--- config.mk ---
export PLATFORM = sky130hd
export DESIGN_NAME = mod_reg16_16to4_out
export DESIGN_NICKNAME = d
export VERILOG_FILES = /design/src/rtl/mod_reg16_16to4_out.sv
export SDC_FILE = /design/constraint.sdc
export NUM_CORES = 1
export LEC_CHECK = 0
export ABC_AREA = 1
export ABC_CLOCK_PERIOD_IN_PS = 2800
export BUFFER_PORTS_ARGS = -buffer_cell sky130_fd_sc_hd__buf_2
export CAP_MARGIN = 25
export CORE_MARGIN = 8
export CORE_UTILIZATION = 59
export CTS_BUF_LIST = sky130_fd_sc_hd__clkbuf_8 sky130_fd_sc_hd__clkbuf_16
export DETAILED_ROUTE_END_ITERATION = 6
export GPL_ROUTABILITY_DRIVEN = 0
export PLACE_DENSITY = 0.86
export SLEW_MARGIN = 10
export SYNTH_ARGS = -nofsm -noshare
export SYNTH_HDL_FRONTEND = slang
export SYNTH_SLANG_ARGS = --single-unit
--- constraint.sdc ---
create_clock -name clk -period 2.8 [get_ports clk]
set_input_delay 0.84 -clock clk [delete_from_list [all_inputs] [get_ports clk]]
set_output_delay 0.84 -clock clk [all_outputs]
set_load 0.005 [all_outputs]
--- src/rtl/mod_reg16_16to4_out.sv ---
// Output serializer for the AES256 core: captures a 16-byte block and emits it as four 32-bit words.
// Optional macro AES_OUT_DBUF_EN adds a pending block buffer so consecutive blocks stream with no bubble.
module mod_reg16_16to4_out #(
  parameter int N          = 16,
  parameter int WORD_BYTES = 4
) (
  input  logic            clk,
  input  logic            resetn,
  input  logic [N-1:0][7:0] i,
  input  logic            i_valid,
  output logic            i_ready,
  output logic [31:0]     o,
  output logic            o_valid,
  input  logic            o_ready,
  output logic            o_last,
  output logic            busy
);

  localparam int NWORDS = N / WORD_BYTES;
  localparam logic [1:0] LAST_WORD = 2'(NWORDS - 1);

  typedef enum logic {IDLE, SEND} state_t;

  state_t            state;
  logic [N-1:0][7:0] blk;
  logic [1:0]        n_rd;
  logic              accept;
  logic              xfer;
  logic              last_xfer;

  // Word w packs bytes 4w..4w+3 with the lowest-numbered byte in the low lane.
  function automatic logic [31:0] word_of(input logic [N-1:0][7:0] b, input logic [1:0] w);
    logic [N*8-1:0] flat;
    flat = b;
    return flat[{w, 5'b0} +: 32];
  endfunction

  assign accept    = i_valid && i_ready;
  assign xfer      = o_valid && o_ready;
  assign last_xfer = xfer && (n_rd == LAST_WORD);

`ifdef AES_OUT_DBUF_EN
  logic [N-1:0][7:0] pend_blk;
  logic              pend_full;

  assign i_ready = !pend_full;
`else
  assign i_ready = (state == IDLE);
`endif

  always_ff @(posedge clk or negedge resetn) begin
    if (!resetn) begin
      state   <= IDLE;
      blk     <= '0;
      n_rd    <= 2'd0;
      o       <= 32'd0;
      o_valid <= 1'b0;
      o_last  <= 1'b0;
      busy    <= 1'b0;
`ifdef AES_OUT_DBUF_EN
      pend_blk  <= '0;
      pend_full <= 1'b0;
`endif
    end else begin
      case (state)
        IDLE: begin
          if (accept) begin
            blk     <= i;
            o       <= word_of(i, 2'd0);
            o_valid <= 1'b1;
            o_last  <= 1'b0;
            busy    <= 1'b1;
            n_rd    <= 2'd0;
            state   <= SEND;
          end
        end
        SEND: begin
          if (xfer && !last_xfer) begin
            n_rd   <= n_rd + 2'd1;
            o      <= word_of(blk, n_rd + 2'd1);
            o_last <= ((n_rd + 2'd1) == LAST_WORD);
          end else if (last_xfer) begin
            n_rd   <= 2'd0;
            o_last <= 1'b0;
`ifdef AES_OUT_DBUF_EN
            // A waiting block (buffered or arriving now) takes over without dropping o_valid.
            if (pend_full) begin
              blk <= pend_blk;
              o   <= word_of(pend_blk, 2'd0);
            end else if (accept) begin
              blk <= i;
              o   <= word_of(i, 2'd0);
            end else begin
              o_valid <= 1'b0;
              busy    <= 1'b0;
              state   <= IDLE;
            end
`else
            o_valid <= 1'b0;
            busy    <= 1'b0;
            state   <= IDLE;
`endif
          end
`ifdef AES_OUT_DBUF_EN
          if (last_xfer) begin
            pend_full <= 1'b0;
          end else if (accept) begin
            pend_blk  <= i;
            pend_full <= 1'b1;
          end
`endif
        end
        default: state <= IDLE;
      endcase
    end
  end

endmodule

# == Yosys cells after proc, flatten, opt, wreduce, memory -nomap -nowiden ==
# Index checks and enable logic that the tools add are counted.
# word_totals
elab_cells,58
regBits,165
out_inout_bits,36
inputBits,132
# classes
n_shift,1
addsub,1
bitwise,1
eq_ne,7
n_reduce_logical,9
mux,18
# ops
operator,n
indexed part select 128 x 8 -> 32 bit,1
2-to-1 mux 32 bit,2
one-hot mux 32 bit (2 select lines),1
2-to-1 mux 1 bit,8
2-to-1 mux 2 bit,3
"!= test 2 x 1 -> 1 bit, second input constant",3
one-hot mux 1 bit (2 select lines),3
AND reduction 2 bit,3
"equality test 2 bit, second input constant",2
logical AND 1 bit,4
one-hot mux 2 bit (2 select lines),1
"!= test 3 x 1 -> 1 bit, second input constant",1
AND reduction 3 bit,1
"adder 2 x 1 -> 2 bit, second input constant",1
"!= test 2 bit, second input constant",1
zero test 1 bit,1
NOT 1 bit,1

# == Logic depth before layout (Yosys ltp) ==
# logic_depth
word_depth,6
depth_mapped,12
ltp_nobuf,8

# == Least setup slack after synthesis ==
# Ideal clock, no wire load.
# synth_timing
path_kind,flip-flop to flip-flop
start,register n_rd[0]
end,register o[0]
n_path_buf,4
synth_period_minus_slack_ns,1.838
setup_time_ns,0.116
t_arrival_ns,1.722
required_ns,2.684
path_stages_with_launch,13
slack_ns,0.962
path_cell_list,dfrtp_1 > inv_2 > buf_2 > buf_4 > ha_1 > buf_2 > inv_1 > buf_2 > nand3_1 > nand2_1 > nand2_1 > nand2_1 > nand2_1
# synth_via
elab_chain_cells,6
word_cells_on_any_way,10
classes_between,add/sub: 1; eq/ne: 2; shift: 1; mux: 2; reduce/logical: 4
# synth_rtl
element,line_no,rtl
from (decl),26,logic [1:0] n_rd;
from (signal assigned),79,n_rd <= n_rd + 2'd1;
"parallel branches: the longest is 6 deep, another holds adder 2 x 1 -> 2 bit",n/a,
to (signal assigned),69,"o <= word_of(i, 2'd0);"
to (signal assigned),80,"o <= word_of(blk, n_rd + 2'd1);"
to (decl),12,"output logic [31:0] o,"
# Several ways; the timed one is not identified. The select of a mux whose other input is x is not followed.
# A chain may end at the register's enable or synchronous reset.

# == Final worst setup path ==
# layout_timing
start,register n_rd[0]
end,register o[17]
# Same word-level chain as after synthesis.

==> flow_summary_export.csv <==
group,metric,value,unit
status,status,"finished, final reports clean",
finish,syn_to_final_growth,19.3,%
synthesis,syn_avg_cell_area,7.33,sq um
finish,layout.nets,1322,
clocking,cts_made_buffers,17,
pwr,powerDensity,1190,nW/um^2
placement,hpwl,13700,um
pwr,clkPwrFrac,21.5,%
global_routing,grt-ovfl-total,0,
sta,tightest_slew,0.749,ns
setup_path,critPathArrivalTime,2.37,ns
pwr,seqPwrFrac,38.4,%
synthesis,yosysWarnings,0,
synthesis,synth_top_area_cell,"dfrtp_1",
synthesis,yosysSeqAreaShare,53.3,%
synthesis,synth-seq-cells,165,
synthesis,yosysTopAreaCellShare,53.3,%
drt,routed_via_density,5.20,
floorplan,die_h,131,um
synthesis,syn_inst,1056,
sta,finClkSkew,0.00600,ns
synthesis,synth-xor-area-share,0,%
setup_path,endpoint_kind,"register",
placement,numPortBuffers,167,
synthesis,synthAdderAreaFrac,0.323,%
pwr,internal-power,6.58,mW
hold_path,hold_class,"in2async",
drt,finalWirelength,21000,um
sta,slew_headroom,50.1,%
synthesis,synth.most_common_cell,"nand2_1",
clocking,hold_buffers,0,
global_routing,grt_pass1_wl,33600,um
sta,finalSetupTns,0,ns
synthesis,synth_edf_count,0,
synthesis,synth_top_family_by_area,"simple AND/OR/NAND/NOR gates",
pwr,irDropWorstVdd,0.619,mV
sta,fmax,484,MHz
floorplan,io_pins,168,
global_routing,grt_pass1_vias,6780,
clocking,clock_latency,0.42,ns
clocking,postCtsSetupBuffers,0,
pwr,swShare,40.3,%
synthesis,async_flop_share,100,%
setup_path,crit_type,"reg2reg",
global_routing,antenna_found_initial,1,
setup_path,worstPathRequired,3.10,ns
synthesis,synth-compound-area-share,2.26,%
pwr,power_switching,4.43,mW
clocking,cts.sinks,165,
pwr,leakagePower,5.30,nW
drt,drt_iter0_markers,719,
clocking,h-tree-depth,4,
setup_path,path_max_fanout,35,
clocking,clock_path_buffers,2,
drt,vias,7161,
synthesis,synth_mux_area_share,0,%
synthesis,yosys_most_used_dff,"dfrtp_1",
sta,period_needed,2.07,ns
drt,route.detailed.wl_per_inst,15.3,um
clocking,cts_tree,"built",
clocking,path_clk_slew,0.06,ns
synthesis,syn_area,7740,sq um
floorplan,core_area,13000,sq um
drt,ant_nets,0,
global_routing,grt_max_degree,115,
clocking,postCtsResizedCells,0,
finish,drive_gt1_share,18.1,%
floorplan,die_area,17000,sq um
flow_run,max_cap_viol_count,0,
floorplan,die_w,131,um
synthesis,synth_area_leaders,"dfrtp_1, nand2_1, nand3_1, buf_2, a21oi_1",
sta,maxSlewViolCount,0,
drt,route.detailed.drc,0,
synthesis,syn_nets,1190,
synthesis,synth_cell_type_count,17,
sta,hold_viol,0,
floorplan,start_util,59.4,%
sta,setup_viol,0,
drt,dr.pass1.iters,5,
sta,period_share,73.9,%
synthesis,synth_common_cells,"nand2_1, dfrtp_1, nand3_1",
global_routing,grt.total_usage,25.4,%
synthesis,synth-simple-area-share,39.4,%
sta,rsz0062_at_grt,"false",
pwr,power_frac_comb,40.1,%
pwr,finalPower,11.0,mW
setup_path,cp-start-kind,"register",
clocking,clockRootBuffer,"clkbuf_16",
floorplan,fp-row-count,42,
-- kinds of logic after synthesis --
family	Yosys count
flip-flops	165
buffers and inverters	74
AND/OR/NAND/NOR	780
AO/OA/AOI/OAI	35
adder cells (fa/ha/maj)	2
-- cells in the final DEF, fill, tap and decap left out, drive strengths merged --
| master | count |
|---|---|
| nand2 | 674 |
| buf | 180 |
| dfrtp | 165 |
| nand3 | 68 |
| nor2 | 37 |
| a21oi | 33 |
| clkbuf | 20 |
| inv | 9 |
| clkinvlp | 3 |
| clkinv | 3 |
| bufinv | 3 |
| o21ai | 2 |
| ha | 2 |
| diode | 1 |
| nand4 | 1 |
-- final timing paths --
path,cells past startpoint,slack (ns),end,startpoint
max in group asynchronous,2,1.70,blk[96],resetn
worst max-delay path,8,0.73,o[17],n_rd[0]
min in group clk,2,0.47,blk[49],blk[49]
worst min-delay path,1,0.38,blk[77],resetn
worst max register to register,8,0.73,o[17],n_rd[0]
worst min register to register,2,0.47,blk[49],blk[49]
-- cell type report --
cell class | count | area, sq um
Inverter | 7 | 28.8
Timing Repair Buffer | 180 | 1000
Sequential cell | 165 | 4130
Antenna cell | 1 | 2.50
Clock buffer | 20 | 467
Tap cell | 176 | 220
Multi-Input combinational cell | 817 | 3250
Clock inverter | 11 | 135
Fill cell | 1088 | 3800
-- per-layer routing --
metal	global-route usage (%)	part of all wire [%]
met1	35.6	45
met2	37.3	45
met3	5.60	8.1
met4	11.3	2.8
met5	0	0
-- power by group through the flow --
stage	Clock [mW]	Combinational [mW]	Sequential, mW
CTS	2.38	4.40	4.22
global placement	0	4.19	4.21
finish	2.37	4.41	4.23
detailed placement	0	4.33	4.24
global route	2.49	5.05	4.36
floorplan	0	3.10	4.09
-- metrics by stage --
| step | util (%) | instance area (sq um) | std cells | setup slack (ns) | hold WS, ns |
|---|---|---|---|---|---|
| floorplan | - | 7740 | 1056 | 0.962 | 0.442 |
| global placement | 66.2 | 8630 | 1345 | 0.703 | 0.454 |
| detailed placement | 66.2 | 8630 | 1345 | 0.671 | 0.458 |
| CTS | 70.9 | 9230 | 1376 | 0.740 | 0.391 |
| global route | 70.9 | 9240 | 1377 | 0.602 | 0.418 |
| finish | 70.9 | 9240 | 1377 | 0.732 | 0.376 |
-- critical path, stage by stage (launching register included) --
cell and delay (ns):
dfrtp_2 0.51, ha_1 0.23, inv_1 0.10, nand4_4 0.46
inv_2 0.20, nor2_2 0.05, buf_4 0.21, nand2_1 0.10
nand2_1 0.07
-- state kept, by name (all words and copies together), names as in the netlist --
name / count
blk: 128
o_last: 1
state: 1
n_rd: 2
busy: 1
o: 32
Power figures use the tool's default switching activity.
